==> config.mk <==
export PLATFORM = sky130hd
export DESIGN_NAME = lb_2_cube
export DESIGN_NICKNAME = d
export VERILOG_FILES = /design/src/rtl/lb_2_cube_pkg.sv /design/src/rtl/lb_skid_fifo.sv /design/src/rtl/lb_2_cube.sv
export SDC_FILE = /design/constraint.sdc
export NUM_CORES = 1
export LEC_CHECK = 0
export ABC_AREA = 1
export CAP_MARGIN = 20
export CELL_PAD_IN_SITES_DETAIL_PLACEMENT = 1
export CELL_PAD_IN_SITES_GLOBAL_PLACEMENT = 2
export CORE_MARGIN = 4
export CORE_UTILIZATION = 27
export CTS_CLUSTER_DIAMETER = 40
export DETAILED_ROUTE_END_ITERATION = 8
export HOLD_SLACK_MARGIN = 0.06
export PLACE_DENSITY = 0.78
export SLEW_MARGIN = 10
export SYNTH_ARGS = -nofsm -noshare
export SYNTH_HDL_FRONTEND = slang
export SYNTH_SLANG_ARGS = --single-unit
==> constraint.sdc <==
create_clock -name clock -period 2.95 [get_ports clock]
set_input_delay 0.7375 -clock clock [delete_from_list [all_inputs] [get_ports clock]]
set_output_delay 0.7375 -clock clock [all_outputs]
set_load 0.01 [all_outputs]
==> src/rtl/lb_2_cube_pkg.sv <==
// lb_2_cube shared types: one-hot FSM states and
// LB read / skid buffer depth constants.
package lb_2_cube_pkg;

  typedef enum logic [3:0] {
    IDLE  = 4'b0001,
    RUN   = 4'b0010,
    DRAIN = 4'b0100,
    DONE  = 4'b1000
  } state_t;

  localparam int LB_RD_LATENCY = 1;
  localparam int SKID_DEPTH    = 2;

endpackage

==> src/rtl/lb_skid_fifo.sv <==
// Two-entry skid FIFO between LB read data and the cube stream.
// Simultaneous push and pop leave occupancy unchanged.
module lb_skid_fifo
  import lb_2_cube_pkg::*;
#(
  parameter int DATA_WID = 128
) (
  input  logic                clock,
  input  logic                rst_n,
  input  logic                push,
  input  logic                pop,
  input  logic [DATA_WID-1:0] wdata,
  output logic [DATA_WID-1:0] head,
  output logic                empty,
  output logic [1:0]          occupancy
);

  logic [DATA_WID-1:0] mem [SKID_DEPTH];
  logic                wp;
  logic                rp;
  logic [1:0]          cnt;
  logic                do_push;
  logic                do_pop;

  assign do_pop  = pop && (cnt != 2'd0);
  assign do_push = push &&
                   ((cnt != 2'(SKID_DEPTH)) || do_pop);

  always_ff @(posedge clock or negedge rst_n) begin
    if (!rst_n) begin
      wp  <= 1'b0;
      rp  <= 1'b0;
      cnt <= 2'd0;
      for (int i = 0; i < SKID_DEPTH; i++)
        mem[i] <= '0;
    end else begin
      if (do_push) begin
        mem[wp] <= wdata;
        wp      <= ~wp;
      end
      if (do_pop)
        rp <= ~rp;
      cnt <= cnt + 2'(do_push) - 2'(do_pop);
    end
  end

  assign head      = mem[rp];
  assign empty     = (cnt == 2'd0);
  assign occupancy = cnt;

endmodule

==> src/rtl/lb_2_cube.sv <==
// Streams one LB tile to the cube over valid/ready with a 2-entry skid.
// Optional LB2CUBE_STALL_CNT_EN adds a saturating stall_cnt output.
module lb_2_cube
  import lb_2_cube_pkg::*;
#(
  parameter int ADDR_WID = 10,
  parameter int DATA_WID = 128,
  parameter int CNT_WID  = 11
) (
  input  logic                clock,
  input  logic                rst_n,
  input  logic                trans_start,
  output logic                trans_end,
  input  logic [ADDR_WID-1:0] start_addr,
  input  logic [CNT_WID-1:0]  num_words,
  output logic                rd_en,
  output logic [ADDR_WID-1:0] rd_addr,
  input  logic [DATA_WID-1:0] data_in,
  output logic                out_valid,
  input  logic                out_ready,
  output logic [DATA_WID-1:0] out_data,
  output logic                out_last
`ifdef LB2CUBE_STALL_CNT_EN
  ,
  output logic [15:0]         stall_cnt
`endif
);

  state_t                   state;
  state_t                   nstate;
  logic [ADDR_WID-1:0]      base_addr;
  logic [CNT_WID-1:0]       nwords;
  logic [CNT_WID-1:0]       issue_cnt;
  logic [CNT_WID-1:0]       acc_cnt;
  logic [LB_RD_LATENCY-1:0] rd_pipe;
  logic [1:0]               occ;
  logic                     empty;
  logic                     issue;
  logic                     pop;
  logic                     start;
  logic                     credit_ok;

  assign pop   = out_valid && out_ready;
  assign start = (state == IDLE) && trans_start;

  // Held words plus reads in flight, net of this cycle's pop.
  assign credit_ok = (int'(occ) + $countones(rd_pipe)
                      - int'(pop)) < SKID_DEPTH;

  always_comb begin
    nstate = state;
    issue  = 1'b0;
    unique case (state)
      IDLE: begin
        if (trans_start)
          nstate = (num_words == '0) ? DONE : RUN;
      end
      RUN: begin
        issue = credit_ok;
        if (issue && (issue_cnt == nwords - CNT_WID'(1)))
          nstate = DRAIN;
      end
      DRAIN: begin
        if (pop && out_last)
          nstate = DONE;
      end
      DONE: nstate = IDLE;
      default: nstate = IDLE;
    endcase
  end

  always_ff @(posedge clock or negedge rst_n) begin
    if (!rst_n) begin
      state     <= IDLE;
      base_addr <= '0;
      nwords    <= '0;
      issue_cnt <= '0;
      acc_cnt   <= '0;
      rd_pipe   <= '0;
    end else begin
      state   <= nstate;
      rd_pipe <= LB_RD_LATENCY'({rd_pipe, issue});
      if (start) begin
        base_addr <= start_addr;
        nwords    <= num_words;
        issue_cnt <= '0;
        acc_cnt   <= '0;
      end else begin
        if (issue)
          issue_cnt <= issue_cnt + CNT_WID'(1);
        if (pop)
          acc_cnt <= acc_cnt + CNT_WID'(1);
      end
    end
  end

  lb_skid_fifo #(
    .DATA_WID (DATA_WID)
  ) u_fifo (
    .clock     (clock),
    .rst_n     (rst_n),
    .push      (rd_pipe[LB_RD_LATENCY-1]),
    .pop       (pop),
    .wdata     (data_in),
    .head      (out_data),
    .empty     (empty),
    .occupancy (occ)
  );

  assign rd_en     = issue;
  assign rd_addr   = base_addr + ADDR_WID'(issue_cnt);
  assign out_valid = !empty;
  assign out_last  = out_valid &&
                     (acc_cnt == nwords - CNT_WID'(1));
  assign trans_end = (state == IDLE) || (state == DONE);

`ifdef LB2CUBE_STALL_CNT_EN
  always_ff @(posedge clock or negedge rst_n) begin
    if (!rst_n)
      stall_cnt <= '0;
    else if (start)
      stall_cnt <= '0;
    else if (out_valid && !out_ready && stall_cnt != 16'hFFFF)
      stall_cnt <= stall_cnt + 16'd1;
  end
`endif

endmodule

# == Word-level counts from Yosys, hierarchy flattened ==
# Index checks and enable logic that the tools add are counted.
# totals
ff_bits,308
out_inout_bits,142
word_cells,70
# classes
addsub,8
magnitude_cmp,4
n_eq_ne,10
muxes,16
bitwise,4
n_reduce_logical,17
# ops
op,count
$mux 128,4
$bwmux 256,1
$demux 128 s1,1
$mux 11,4
$add 11x1->11 const B,2
$eq 11x11->1,2
$mux 4,4
$pmux 4 s3,1
$logic_not 11->1,1
$sub 11x1->11 const B,1
$add 10x10->10,1
$logic_and 1x1->1,8
$ne 2x2->1 const B,4
$reduce_bool 2->1,3
$eq 4x1->1 const B,1
$eq 4x2->1 const B,1
$eq 4x3->1 const B,1
$eq 4x4->1 const B,1
$ge 2x2->1 const B,2
$lt 4x3->1 const B,1
$not 1->2,2
$sub 3x1->4,1
$add 2x1->3,1
$reduce_and 3->1,1
other kinds (8),10

# == Longest topological paths before layout ==
# logic_depth
depth_word,8
mapped_depth,20
ltp_nobuf,20

# == By module ==
# From an unflattened synthesis, not the netlist that was laid out.
# unflattened
hier_cells,2052
hier_area_um2,15625.0
# modules_own_cells
module,n_inst,cells_each,area_per_inst_um2
lb_skid_fifo,1,1576,12294.3
lb_2_cube,1,476,3330.7

# == Worst setup path before layout ==
# Ideal clock, no wire load.
# synth_path
kind,input port to flip-flop
from,input port out_ready
to,register issue_cnt[10]
setup_ps,117
t_arrival_ps,2805
required_time_ps,2833
path_slack_ps,28
stages,15
path_cell_list,inv_1 nor2_4 ha_1 inv_1 nand2_1 fa_1 nand3_2 a21oi_4 nand4_2 nor2_2 nand2_2 nor3_2 nand2_1 nor2_1 nor2_1
# synth_between
elab_chain_len,5
# synth_lines
item,line,rtl
"start, declared",lb_2_cube.sv:20,"input logic out_ready,"
$logic_and 1x1->1,lb_2_cube.sv:43,assign pop = out_valid && out_ready;
$sub 3x1->4,lb_2_cube.sv:48,- int'(pop)) < SKID_DEPTH;
$lt 4x3->1,lb_2_cube.sv:48,
$mux 1,lb_2_cube.sv:53,unique case (state)
via rd_en,lb_2_cube.sv:16,"output logic rd_en,"
$reduce_bool 2->1 (no line),n/a,
"end signal, assigned",lb_2_cube.sv:90,issue_cnt <= issue_cnt + CNT_WID'(1);
"end, declared",lb_2_cube.sv:33,logic [CNT_WID-1:0] issue_cnt;
# The timed path passes the listed nets, and every way through them passes these cells.
# A chain may end at the register's enable or synchronous reset.

# == Worst setup path in the final report ==
# layout_path
from,register base_addr[0]
to,output port rd_addr[8]
# layout_between
elab_chain_len,1
# layout_lines
item,line,rtl
"start, declared",lb_2_cube.sv:31,logic [ADDR_WID-1:0] base_addr;
"start signal, assigned",lb_2_cube.sv:84,base_addr <= start_addr;
$add 10x10->10,lb_2_cube.sv:111,assign rd_addr = base_addr + ADDR_WID'(issue_cnt);
"end, declared",lb_2_cube.sv:17,"output logic [ADDR_WID-1:0] rd_addr,"
# No other way between the ends.

==> impl_results.md <==
* Failing checks: negative setup slack
* Clock root buffer: clkbuf_16
* Post-DP HPWL at 32480 um
* CP Capture Type: output pin
* Hold slack at 479.9 ps
* Worst Path Required at 2210 ps
* Seq/Total Area, Yosys at 0.5345
* First-pass GRT wire length at 79380 um
* Antenna viol nets, final at 0
* Layout Skew at 35.83 ps
* Slew Limit Headroom at 0.6830
* Reg2Reg Setup Slack at 250 ps
* Initial antenna violation count at 3
* Slew Limit Fails at 0
* I/O pins at 295
* Peak Freq at 309.2 MHz
* Worst r2r src: u_fifo.occupancy[0]
* Mean Syn Cell Area at 7.787 um2
* Die Y at 239.1 um
* Final setup viols at 5
* Largest net degree at the start of global routing at 80
* CTS Buffer Depth at 3
* All-Layer GR Usage at 0.1748
* Final worst slack at -284.6 ps
* P per Cell Area at 1125 nW/um2
* YS warnings at 0
* Fin. Hold Viols at 0
* RR Endpoint: issue_cnt[10]
* Drt wl/cell at 17.02 um
* CP Max Fanout at 2
* GRT Residual Overflow at 0
* Max Cap Violations at 0
* Site Rows at 84
* Nets at 2421
* Drt total wl at 50840 um
* Post-synth net total at 2023
* Die span in x at 239.1 um
* Post-route design area at 21570 um2
* Share of cells above drive strength 1 at 0.1567
* Worst VDD drop at 0.4702 mV
* Critical path arrival at 2500 ps
* Area delta synth->final at 49.57%
* Syn Std Cell Area at 14420 um2
* Worst-Margin Slew at 475.4 ps
* Yosys cell types at 39
* Worst Setup SP: base_addr[0]
* Leak Pwr at 11.26 nW
* PortBufs at 294
* RSZ-0062 raised after global routing: true
* Post-synth EDFFs at 0
* Cell Count, Final, Fillers Out at 2987
* Asr flop ratio synth at 1.000
* Cts bufs inserted at 59
* CP Launch Type: flip-flop
* CTS tree: yes
* Number of remaining DRC errors at 0
* Via density at 4.497
* Worst-path clk slew at 50 ps
* Vias in the first global route at 14.51k
* Flops & latches, synth at 308
* Hold EP: u_fifo.mem[172]
* Area after DPL at 18820 um2
* Area of the core at 52760 um2
* Depth of the most critical reg-to-reg path at 17
* CP Class: reg2out
* Post-route setup TNS at -1089 ps
* Fin crit share at 1.096
* Clk_lat worst skew at 620 ps
* Initial DRC Count at 615
* Pwr Total at 24.26 mW
* Die Area at 57170 um2
* Mapped Cells at 1852
* Final min period at 3235 ps
* Hold WC Path Type: reg2reg
* Via Count at 13.43k
* DRT Pass-1 Iters at 7
* CTS H-tree lvls at 2
* Status: finished with violations
* Synth Flop Type: dfrtp_1
* Placed Cells at 2838
* GP Congestion at 0.7981
* CTS Sinks at 308
* Starting Density at 0.2733
* Hold Path Depth at 2
* Worst hold start: u_fifo.mem[172]
==> power by group <==
| group | internal (mW) | switching [mW] | total, mW |
|---|---|---|---|
| clock | 4.36 | 2.30 | 6.66 |
| sequential | 6.04 | 1.08 | 7.12 |
| combinational | 4.72 | 5.76 | 10.5 |
==> synthesized netlist by cell type, drive strengths merged, types with 8 or more instances <==
| cell | instances | area (um2) |
|---|---|---|
| nand3 | 45 | 240.2 |
| buf | 18 | 80.08 |
| dfrtp | 307 | 7682 |
| ha | 16 | 200.2 |
| nor3 | 13 | 70.07 |
| inv | 200 | 750.7 |
| xor2 | 8 | 70.07 |
| nand2 | 784 | 2968 |
| a21oi | 24 | 131.4 |
| clkbuf | 73 | 274.0 |
| nor2 | 55 | 254.0 |
| o21ai | 282 | 1419 |
==> layer usage <==
metal	wire length, um	share of wire	track usage	up-vias
met2	24740	0.49	0.2987	263
li1	-	-	-	6575
met1	22540	0.44	0.2228	6516
met5	10	0.00020	0	-
met4	1367	0.027	0.05875	2
met3	2180	0.043	0.03392	78
==> registers in the layout, indices dropped and copies added (netlist names) <==
register,count
acc_cnt,11
rd_pipe,1
base_addr,10
u_fifo.mem,256
u_fifo.rp,1
u_fifo.wp,1
issue_cnt,11
nwords,11
u_fifo.occupancy,2
state,4
==> cells in the final DEF, fill, tap and decap left out, types with 10 or more instances in the layout <==
| cell | netlist | layout |
|---|---|---|
| a21oi_1 | 23 | 18 |
| buf_12 | 0 | 18 |
| buf_16 | 0 | 11 |
| buf_4 | 1 | 90 |
| clkbuf_1 | 73 | 11 |
| clkbuf_16 | 0 | 61 |
| clkbuf_2 | 0 | 16 |
| clkbuf_8 | 0 | 10 |
| clkdlybuf4s50_1 | 0 | 155 |
| clkinv_2 | 0 | 12 |
| dfrtp_1 | 307 | 304 |
| dlygate4sd2_1 | 0 | 96 |
| ha_1 | 16 | 10 |
| inv_1 | 197 | 190 |
| nand2_1 | 776 | 761 |
| nand2_2 | 7 | 21 |
| nand3_1 | 42 | 36 |
| nor2_1 | 44 | 36 |
| nor2_2 | 7 | 10 |
| nor3_1 | 12 | 11 |
| o21ai_0 | 279 | 276 |
==> what timing repair did <==
item / CTS / global route
hold buffers: 1 / 0
buffers inserted: 18 / 8
cloned: 12 / 2
endpoints found under the hold margin: 47 / 0
pin swaps: 21 / 28
gates resized for setup: 245 / 70
endpoints found under the setup margin: 140 / 40
==> critical path, stage by stage, from the launching register on <==
cell,delay (ps)
dfrtp_1,400
ha_4,160
inv_2,40
fa_2,340
o21ai_2,180
nand2_1,70
nand2_1,80
a21oi_2,70
inv_1,70
a21oi_2,40
nor2_1,110
nor2_1,60
xor2_1,130
buf_2,150
==> logic make-up after synthesis <==
group / Yosys count / share of synthesized area
flops: 308 / 0.5345
compound gates: 311 / 0.1102
fa+ha+maj: 18 / 0.01666
xor+xnor: 14 / 0.008503
simple gates: 910 / 0.2535
buf+inv: 291 / 0.07661
==> area by class of cell <==
class	count	area, um2
inverters	200	763.2
well taps	688	860.8
multi-input cells	1253	5873
clock buffers	80	1655
flip-flops and latches	308	7715
clock inverters	29	351.6
fillers	6264	31190
diodes	1	2.502
repair buffers	426	4330
repair inverters	2	17.52
==> through the flow <==
stage	worst slack, ps	util
2_1_floorplan	28.13	-
3_3_place_gp	-932.1	0.3567
3_5_place_dp	-930.4	0.3567
4_1_cts	-360.0	0.4056
5_1_grt	-473.2	0.4088
6_report	-284.6	0.4088
==> how the worst max path moves through the flow <==
stage                               end  slack, ps  depth (start not counted)
final                        rd_addr[8]       -280                         13
after global routing         rd_addr[8]       -470                         13
after CTS                         rd_en       -360                          9
after detailed placement          rd_en       -930                         10
after global placement            rd_en       -930                         10
after floorplan           issue_cnt[10]         30                         15
Note: power is estimated with default switching activity, not from simulation.
